`src/rtl/cdr_loop_ctrl.sv`:
```
// CDR loop sequencer: accumulates phase-detector votes per transition window, issues
// held +/- period-step requests to the divider and runs the ACQ/TRACK/LOCK state machine.
module cdr_loop_ctrl #(
  parameter int ACQ_WIN   = 4,
  parameter int ACQ_THR   = 2,
  parameter int TRK_WIN   = 16,
  parameter int TRK_THR   = 8,
  parameter int ACQ_QUIET = 2,
  parameter int LOCK_WIN  = 4,
  parameter int TIMEOUT   = 64,
  parameter int MAX_STEP  = 1
) (
  input  logic              i_clk,
  input  logic              i_rst,
  input  logic              i_en,
  input  logic              i_sym_en,
  input  logic              i_T,
  input  logic              i_E,
  input  logic              i_upd,
  output logic              o_T,
  output logic              o_E,
  output logic signed [2:0] o_offset,
  output logic [1:0]        o_state,
  output logic              o_lock,
  output logic              o_sat
);

  localparam int VOTE_W = $clog2(TRK_WIN) + 2;
  localparam int WC_W   = $clog2(TRK_WIN) + 1;
  localparam int TW     = $clog2(TIMEOUT) + 1;
  localparam int QW     = $clog2(ACQ_QUIET + LOCK_WIN) + 1;

  localparam logic signed [VOTE_W-1:0] ACQ_T   = VOTE_W'(ACQ_THR);
  localparam logic signed [VOTE_W-1:0] TRK_T   = VOTE_W'(TRK_THR);
  localparam logic signed [VOTE_W-1:0] V_ONE   = VOTE_W'(1);
  localparam logic [WC_W-1:0]          ACQ_L   = WC_W'(ACQ_WIN - 1);
  localparam logic [WC_W-1:0]          TRK_L   = WC_W'(TRK_WIN - 1);
  localparam logic [TW-1:0]            TMO_L   = TW'(TIMEOUT - 1);
  localparam logic [TW-1:0]            TMO_MAX = TW'(TIMEOUT);
  localparam logic [QW-1:0]            AQ_L    = QW'(ACQ_QUIET - 1);
  localparam logic [QW-1:0]            LK_L    = QW'(LOCK_WIN - 1);
  localparam logic signed [2:0]        OFF_MAX = 3'(MAX_STEP);

  typedef enum logic [1:0] {IDLE = 2'd0, ACQ = 2'd1, TRACK = 2'd2, LOCK = 2'd3} state_t;

  state_t                    state, state_nx;
  logic signed [VOTE_W-1:0]  vote, vote_sum, thr;
  logic [WC_W-1:0]           win_cnt, win_last;
  logic [TW-1:0]             tmo_cnt;
  logic [QW-1:0]             q_cnt;
  logic                      active, tick, win_end, dec_up, dec_dn, quiet, tmo_hit;
  logic                      iss_up, iss_dn;
  logic signed [2:0]         off_nx;

  function automatic logic signed [2:0] step_off(input logic signed [2:0] v, input logic up);
    if (up) return (v >= OFF_MAX) ? OFF_MAX : v + 3'sd1;
    else    return (v <= -OFF_MAX) ? -OFF_MAX : v - 3'sd1;
  endfunction

  function automatic logic at_limit(input logic signed [2:0] v);
    return (v == OFF_MAX) || (v == -OFF_MAX);
  endfunction

  always_comb begin
    active   = i_en && (state != IDLE);
    tick     = active && i_sym_en && i_T;
    vote_sum = vote + (i_E ? V_ONE : -V_ONE);
    thr      = (state == ACQ) ? ACQ_T : TRK_T;
    win_last = (state == ACQ) ? ACQ_L : TRK_L;
    win_end  = tick && (win_cnt == win_last);
    dec_up   = win_end && (vote_sum >= thr);
    dec_dn   = win_end && (vote_sum <= -thr);
    quiet    = win_end && !dec_up && !dec_dn;
    tmo_hit  = active && i_sym_en && !i_T && (tmo_cnt == TMO_L) &&
               ((state == TRACK) || (state == LOCK));
    // A decision only becomes a request when nothing is pending and the offset has room.
    iss_up   = dec_up && !o_T && (o_offset != OFF_MAX);
    iss_dn   = dec_dn && !o_T && (o_offset != -OFF_MAX);
    off_nx   = (i_en && o_T && i_upd) ? step_off(o_offset, o_E) : o_offset;

    state_nx = state;
    if (!i_en)               state_nx = IDLE;
    else if (state == IDLE)  state_nx = ACQ;
    else if (tmo_hit)        state_nx = ACQ;
    else if (win_end) begin
      case (state)
        ACQ:     if (quiet && q_cnt == AQ_L) state_nx = TRACK;
        TRACK:   if (quiet && q_cnt == LK_L) state_nx = LOCK;
        LOCK:    if (!quiet)                 state_nx = TRACK;
        default: state_nx = state;
      endcase
    end
  end

  always_ff @(posedge i_clk) begin
    if (i_rst) begin
      state    <= IDLE;
      o_T      <= 1'b0;
      o_E      <= 1'b0;
      o_offset <= '0;
      o_lock   <= 1'b0;
      o_sat    <= 1'b0;
      vote     <= '0;
      win_cnt  <= '0;
      q_cnt    <= '0;
      tmo_cnt  <= '0;
    end else begin
      state    <= state_nx;
      o_lock   <= (state_nx == LOCK);
      o_offset <= off_nx;
      o_sat    <= at_limit(off_nx);

      if (!i_en) o_T <= 1'b0;
      else if (o_T) begin
        if (i_upd) o_T <= 1'b0;
      end else if (iss_up || iss_dn) begin
        o_T <= 1'b1;
        o_E <= iss_up;
      end

      if (!active || tmo_hit) begin
        vote    <= '0;
        win_cnt <= '0;
        q_cnt   <= '0;
        tmo_cnt <= '0;
      end else begin
        // ACQ lets the silence counter park at TIMEOUT; TRACK/LOCK never get past TIMEOUT-1.
        if (i_sym_en) begin
          if (i_T)                       tmo_cnt <= '0;
          else if (tmo_cnt != TMO_MAX)   tmo_cnt <= tmo_cnt + TW'(1);
        end
        if (win_end) begin
          vote    <= '0;
          win_cnt <= '0;
        end else if (tick) begin
          vote    <= vote_sum;
          win_cnt <= win_cnt + WC_W'(1);
        end
        if (state_nx != state) q_cnt <= '0;
        else if (win_end)      q_cnt <= quiet ? q_cnt + QW'(1) : '0;
      end
    end
  end

  assign o_state = state;

endmodule

```
`config.mk`:
```
export PLATFORM = sky130hd
export DESIGN_NAME = cdr_loop_ctrl
export DESIGN_NICKNAME = d
export VERILOG_FILES = /design/src/rtl/cdr_loop_ctrl.sv
export SDC_FILE = /design/constraint.sdc
export NUM_CORES = 1
export LEC_CHECK = 0
export ABC_AREA = 1
export CAP_MARGIN = 20
export CELL_PAD_IN_SITES_DETAIL_PLACEMENT = 1
export CELL_PAD_IN_SITES_GLOBAL_PLACEMENT = 1
export CORE_MARGIN = 2
export CORE_UTILIZATION = 42
export DETAILED_ROUTE_END_ITERATION = 10
export MAX_ROUTING_LAYER = met4
export PLACE_DENSITY_LB_ADDON = 0.08
export SETUP_SLACK_MARGIN = 0.4
export SYNTH_ARGS = -nofsm -noshare
export SYNTH_HDL_FRONTEND = slang
export SYNTH_SLANG_ARGS = --single-unit
```
`constraint.sdc`:
```
create_clock -name i_clk -period 3 [get_ports i_clk]
set_input_delay 0.3 -clock i_clk [delete_from_list [all_inputs] [get_ports i_clk]]
set_output_delay 0.3 -clock i_clk [all_outputs]
set_load 0.05 [all_outputs]
```
Yosys cells after proc, flatten, opt, wreduce, memory -nomap -nowiden
Index checks and enable logic that the tools add are counted.
{"block": "totals", "ff_bits": 31, "output_inout_bits": 9, "inputBits": 7, "wordCells": 95}
{"block": "op_classes", "n_eq_ne": 14, "bitwise": 2, "add_sub_neg": 7, "reduce_logical": 37, "n_lt_le_gt_ge": 4, "mux": 21}
{"cell": "1-bit logical AND", "count": 19}
{"cell": "2-bit two-way mux", "count": 7}
{"cell": "7-bit two-way mux", "count": 2}
{"cell": "3-bit two-way mux", "count": 4}
{"cell": "4-bit two-way mux", "count": 3}
{"cell": "7-bit by 1-bit adder with 7-bit output, second input constant", "count": 1}
{"cell": "7-bit by 6-bit == test with 1-bit output, second input constant", "count": 1}
{"cell": "7-bit != test, second input constant", "count": 1}
{"cell": "6-bit adder", "count": 1}
{"cell": "2-bit == test, second input constant", "count": 3}
{"cell": "6-bit by 5-bit >= comparator with 1-bit output", "count": 1}
{"cell": "6-bit <= comparator", "count": 1}
{"cell": "6-bit two-way mux", "count": 1}
{"cell": "4-bit negation with 6-bit output", "count": 1}
{"cell": "2-bit case mux with 3 select lines", "count": 1}
{"cell": "3-bit OR reduction", "count": 2}
{"cell": "5-bit by 1-bit adder with 5-bit output, second input constant", "count": 1}
{"cell": "5-bit by 4-bit == test with 1-bit output", "count": 1}
{"cell": "1-bit logical NOT", "count": 5}
{"cell": "4-bit by 1-bit adder with 4-bit output, second input constant", "count": 1}
{"cell": "4-bit by 1-bit == test with 1-bit output, second input constant", "count": 1}
{"cell": "4-bit by 2-bit == test with 1-bit output, second input constant", "count": 1}
{"cell": "1-bit logical OR", "count": 4}
{"cell": "2-bit nonzero test", "count": 2}
{"cell": "16 further kinds", "count": 20}

Depth between registers and ports, before layout
{"block": "logic_depth", "ltp_word": 18, "depth_mapped": 23, "ltp_nobuf": 23}

Worst setup path after synthesis
Ideal clock, no wire load.
{"block": "synth_timing", "path_kind": "input to register", "from": "input i_E", "to": "register q_cnt[0]", "slack_ns": 0.514, "setup_ns": 0.117, "t_required_ns": 2.883, "t_arrival_ns": 2.369, "cell_stages": 23, "n_path_buf": 0, "cell_sequence": "inv_1 fa_1 inv_1 nand2_1 nand2_1 inv_1 ha_1 inv_1 nor2_1 o21ai_0 inv_1 nand3_1 nand3_1 nand3_2 inv_2 nand2_1 nand2_1 nand2_1 nand2_2 nand2_2 nand2_1 nand3_2 nor2_1"}
{"block": "synth_via", "elab_chain_len": 16, "elab_cells_between_ends": 23, "cone_classes": "add/sub (1); order compare (2); eq/ne (1); mux (10); reduce/logical (9)"}
{"element": "start, declared", "line": "18", "rtl": "input logic i_E,"}
{"element": "6-bit two-way mux (*)", "line": "67", "rtl": "vote_sum = vote + (i_E ? V_ONE : -V_ONE);"}
{"element": "6-bit adder (*)", "line": "67"}
{"element": "via vote_sum[2]", "line": "47", "rtl": "logic signed [VOTE_W-1:0] vote, vote_sum, thr;"}
{"element": "6-bit by 5-bit >= comparator with 1-bit output", "line": "71", "rtl": "dec_up = win_end && (vote_sum >= thr);"}
{"element": "1-bit logical AND", "line": "71"}
{"element": "1-bit logical NOT", "line": "73", "rtl": "quiet = win_end && !dec_up && !dec_dn;"}
{"element": "1-bit logical AND", "line": "73"}
{"element": "1-bit logical AND (*)", "line": "73"}
{"element": "1-bit logical AND, on equally long branches", "line": "88, 87"}
{"element": "2-bit two-way mux, on equally long branches", "line": "88, 87"}
{"element": "2-bit case mux with 3 select lines", "line": "86", "rtl": "case (state)"}
{"element": "2-bit two-way mux", "line": "85", "rtl": "else if (win_end) begin"}
{"element": "2-bit two-way mux", "line": "84", "rtl": "else if (tmo_hit) state_nx = ACQ;"}
{"element": "2-bit two-way mux", "line": "83", "rtl": "else if (state == IDLE) state_nx = ACQ;"}
{"element": "2-bit two-way mux", "line": "82", "rtl": "if (!i_en) state_nx = IDLE;"}
{"element": "2-bit != test", "line": "139", "rtl": "if (state_nx != state) q_cnt <= '0;"}
{"element": "3-bit OR reduction (no line)"}
{"element": "end signal, assigned", "line": "140", "rtl": "else if (win_end) q_cnt <= quiet ? q_cnt + QW'(1) : '0;"}
{"element": "end, declared", "line": "50", "rtl": "logic [QW-1:0] q_cnt;"}
Mark *: on every way through the listed nets, which the timed path passes. The rest lies on a longest branch.
A chain may end at the register's enable or synchronous reset.

Worst setup path in the final report
{"block": "layout_timing", "from": "register vote[0]", "to": "register q_cnt[3]"}
{"block": "layout_via", "elab_chain_len": 15, "elab_cells_between_ends": 22, "cone_classes": "add/sub (1); order compare (2); eq/ne (1); mux (9); reduce/logical (9)"}
{"element": "start, declared", "line": "47"}
{"element": "start signal, assigned", "line": "136", "rtl": "vote <= vote_sum;"}
{"element": "6-bit adder (*)", "line": "67"}
{"element": "via vote_sum[1]", "line": "47"}
{"element": "6-bit by 5-bit >= comparator with 1-bit output", "line": "71"}
{"element": "1-bit logical AND", "line": "71"}
{"element": "1-bit logical NOT", "line": "73"}
{"element": "1-bit logical AND", "line": "73"}
{"element": "1-bit logical AND (*)", "line": "73"}
{"element": "1-bit logical AND, on equally long branches", "line": "88, 87"}
{"element": "2-bit two-way mux, on equally long branches", "line": "88, 87"}
{"element": "2-bit case mux with 3 select lines", "line": "86"}
{"element": "2-bit two-way mux", "line": "85"}
{"element": "2-bit two-way mux", "line": "84"}
{"element": "2-bit two-way mux", "line": "83"}
{"element": "2-bit two-way mux", "line": "82"}
{"element": "2-bit != test", "line": "139"}
{"element": "3-bit OR reduction (no line)"}
Marks and branches as above.

==> load_flow_metrics.sql <==
INSERT INTO impl_metrics (metric_group, metric, value, unit) VALUES
('status', 'run_status', 'complete, no violations', ''),
('routing', 'dr.first_iter.drc_count', '80', ''),
('floorplanning', 'start_util', '0.440', ''),
('place', 'dpl_worst_slack', '-0.241', 'ns'),
('place', 'final_weighted_congestion_in_routability_driven_placement', '0.822', ''),
('floorplanning', 'full_die_area', '5180', 'um2'),
('global_route', 'gr-total-overflow', '0', ''),
('sta', 'transition_at_the_pin_with_the_smallest_max_transition_slack', '0.521', 'ns'),
('worst_setup_path', 'critical_path.max_stage_delay', '0.54', 'ns'),
('floorplanning', 'io_pins', '16', ''),
('logic_synthesis', 'cell_type_contributing_the_most_total_cell_area_after_synthesis', 'dfxtp_1', ''),
('cells_and_area', 'flow.area_growth_from_synthesis', '27.9', '%'),
('sta', 'clock-skew-final', '0.00609', 'ns'),
('sta', 'min_period', '2.54', 'ns'),
('logic_synthesis', 'synth-async-reset-ratio', '0', ''),
('global_route', 'maximum_number_of_pins_on_one_net_before_global_route_repair', '15', ''),
('clock_tree', 'clock_latency', '0.28', 'ns'),
('cells_and_area', 'n_fill_cell', '566', ''),
('worst_setup_path', 'crit_path_arrival_time', '2.75', 'ns'),
('routing', 'route.vias.total', '1899', ''),
('logic_synthesis', 'synth.lib_cells_used.distinct', '33', ''),
('worst_setup_path', 'crit_path_cell_trace', 'fa_2, inv_1, ha_4, a21oi_2, nand2_1, a21oi_1, nand2_1, nand2_2, nand3_2, inv_2, nand2_2, nand2_1, nand2_1, nand2_2, nand2_2, nand2_2, nand3_4, nor2_1', ''),
('routing', 'finalWirelength', '5.16', 'mm'),
('global_route', 'grtUsageTotal', '0.211', ''),
('cells_and_area', 'share_of_post_route_cells_with_drive_strength_above_1', '0.213', ''),
('place', 'placed_cells', '353', ''),
('routing', 'wl_per_cell', '14.1', 'um'),
('worst_setup_path', 'setup.worst_path.start_class', 'register', ''),
('clock_tree', 'cts_tree', 'built', ''),
('logic_synthesis', 'synth_cells', '276', ''),
('logic_synthesis', 'synth_enable_flop_cells', '0', ''),
('sta', 'drv_slew', '0', ''),
('min_path', 'hold_class', 'register to register', ''),
('logic_synthesis', 'synthDominantCellAreaShare', '0.320', ''),
('sta', 'least_setup_slack_across_all_paths_after_layout', '0.465', 'ns'),
('clock_tree', 'cts_root_buf', 'clkbuf_8', ''),
('clock_tree', 'cts_buffer_depth', '2', ''),
('logic_synthesis', 'synthFlopType', 'dfxtp_1', ''),
('clock_tree', 'cts.sink_count', '31', ''),
('power_and_ir_drop', 'power.leakage', '1.05', 'nW'),
('clock_tree', 'clock_tree.htree_level_count', '2', ''),
('cells_and_area', 'nets', '338', ''),
('clock_tree', 'cts-buffers-inserted', '5', ''),
('clock_tree', 'ctsHoldBuffers', '0', ''),
('sta', 'timing.final.hold_violations', '0', ''),
('floorplanning', 'die-height', '72.0', 'um'),
('sta', 'rsz0062_at_grt', 'yes', ''),
('power_and_ir_drop', 'max-vdd-ir-drop', '0.267', 'mV'),
('sta', 'fmax', '394', 'MHz'),
('power_and_ir_drop', 'power_density', '351', 'nW/um2'),
('floorplanning', 'rows', '24', ''),
('logic_synthesis', 'ys_ff_latch', '31', ''),
('place', 'port_buffers', '15', ''),
('cells_and_area', 'diodes', '0', ''),
('worst_setup_path', 'timing.reg2reg.setup_slack', '0.46', 'ns'),
('logic_synthesis', 'sequential_area_share_after_synthesis', '0.320', ''),
('sta', 'slew_headroom', '0.650', ''),
('cells_and_area', 'finalCoreUtilization', '0.563', ''),
('worst_setup_path', 'crit_slowest_cell', 'fa_2', ''),
('worst_setup_path', 'timing_worst_setup_path_type', 'register to register', ''),
('routing', 'drtAntennaViolNets', '0', ''),
('worst_setup_path', 'cp_max_fo', '6', ''),
('global_route', 'antenna_found_initial', '0', ''),
('run', 'maxCapViolations', '0', ''),
('global_route', 'vias_in_the_first_global_route', '1879', ''),
('place', 'detailed_placer_s_ending_hpwl', '3.66', 'mm'),
('cells_and_area', 'seq_area', '626', 'um2'),
('routing', 'detail_route.drc_violations', '0', ''),
('global_route', 'grt_first_pass_wirelength', '8.48', 'mm'),
('routing', 'drt-pass1-iter-count', '4', ''),
('floorplanning', 'die-width', '72.0', 'um');
flip-flops by register name (all words and copies together), names as in the netlist:
signal,count
o_sat,1
o_state,2
vote,6
o_offset,3
q_cnt,4
o_E,1
tmo_cnt,7
o_lock,1
o_T,1
win_cnt,5
final cells by class:
type,instances,share of cell area
multi-input cells,200,0.500
flip-flops and latches,31,0.252
repair buffers,34,0.118
inverters,42,0.0635
clock buffers,8,0.0403
well taps,52,0.0262
cells by family (layout without fill, tap and decap cells):
| kind of cell | after synthesis | count (layout) | share of synthesized area |
|---|---|---|---|
| flip-flops | 31 | 31 | 0.320 |
| AO/OA/AOI/OAI | 41 | 41 | 0.122 |
| adder cells (fa/ha/maj) | 17 | 17 | 0.113 |
| buffers and inverters | 45 | 84 | 0.0909 |
| XOR/XNOR | 11 | 11 | 0.0496 |
| AND/OR/NAND/NOR | 131 | 131 | 0.305 |
placed cells by master, fill, tap and decap left out, drive strengths merged:
cell and count:
nand2 65, inv 42, dfxtp 31, nor2 31, a21oi 21, buf 19
nand3 19, ha 16, clkdlybuf4s50 14, clkbuf 8, o21ai 8, xor2 7
nand4 5, nor3 5, xnor2 4, or2 3, a211oi 3, o22ai 2
nor4 2, o2111ai 2, nor3b 1, o21bai 1, a31oi 1, a32oi 1
o21a 1, a2111oi 1, fa 1, clkdlybuf4s15 1
final timing paths:
check,endpoint,cells past startpoint,start
hold / removal,vote[3],2,vote[3]
setup reg to reg,q_cnt[3],18,vote[0]
hold reg to reg,vote[3],2,vote[3]
setup / recovery,q_cnt[3],18,vote[0]
power breakdown:
| group | internal [mW] | leakage [nW] | switching [mW] |
|---|---|---|---|
| combinational | 0.0409 | 0.742 | 0.0538 |
| sequential | 0.412 | 0.251 | 0.00243 |
| clock | 0.209 | 0.0515 | 0.155 |
| total | 0.662 | 1.05 | 0.211 |
what timing repair did:
item	4_1_cts	5_1_grt
setup endpoints to repair	9	7
pin swaps	4	11
setup buffers	1	5
resized for setup	9	22
hold endpoints to repair	0	0
worst max-delay path: cells and delay by family (launching register included):
family                     cells  cell delay, ns
buffers and inverters          2            0.15
AOI/OAI and AO/OA              2            0.25
and+or+nand+nor               12            0.92
DFF                            1            0.37
adders and majority gates      2            0.78
metrics by stage:
step | total power [mW] | hold slack, ns
after floorplan | 0.469 | 0.369
after global placement | 0.501 | 0.467
after detailed placement | 0.503 | 0.476
after CTS | 0.866 | 0.485
after global routing | 0.910 | 0.499
final | 0.873 | 0.483
metal layers:
layer | routed length, um | track usage | up-vias
met5 | 0 | - | -
met1 | 2360 | 0.275 | 894
met4 | 44 | 0.0377 | 0
met2 | 2650 | 0.348 | 23
li1 | - | - | 976
met3 | 112 | 0.0375 | 6
(Power assumes the default switching activity.)
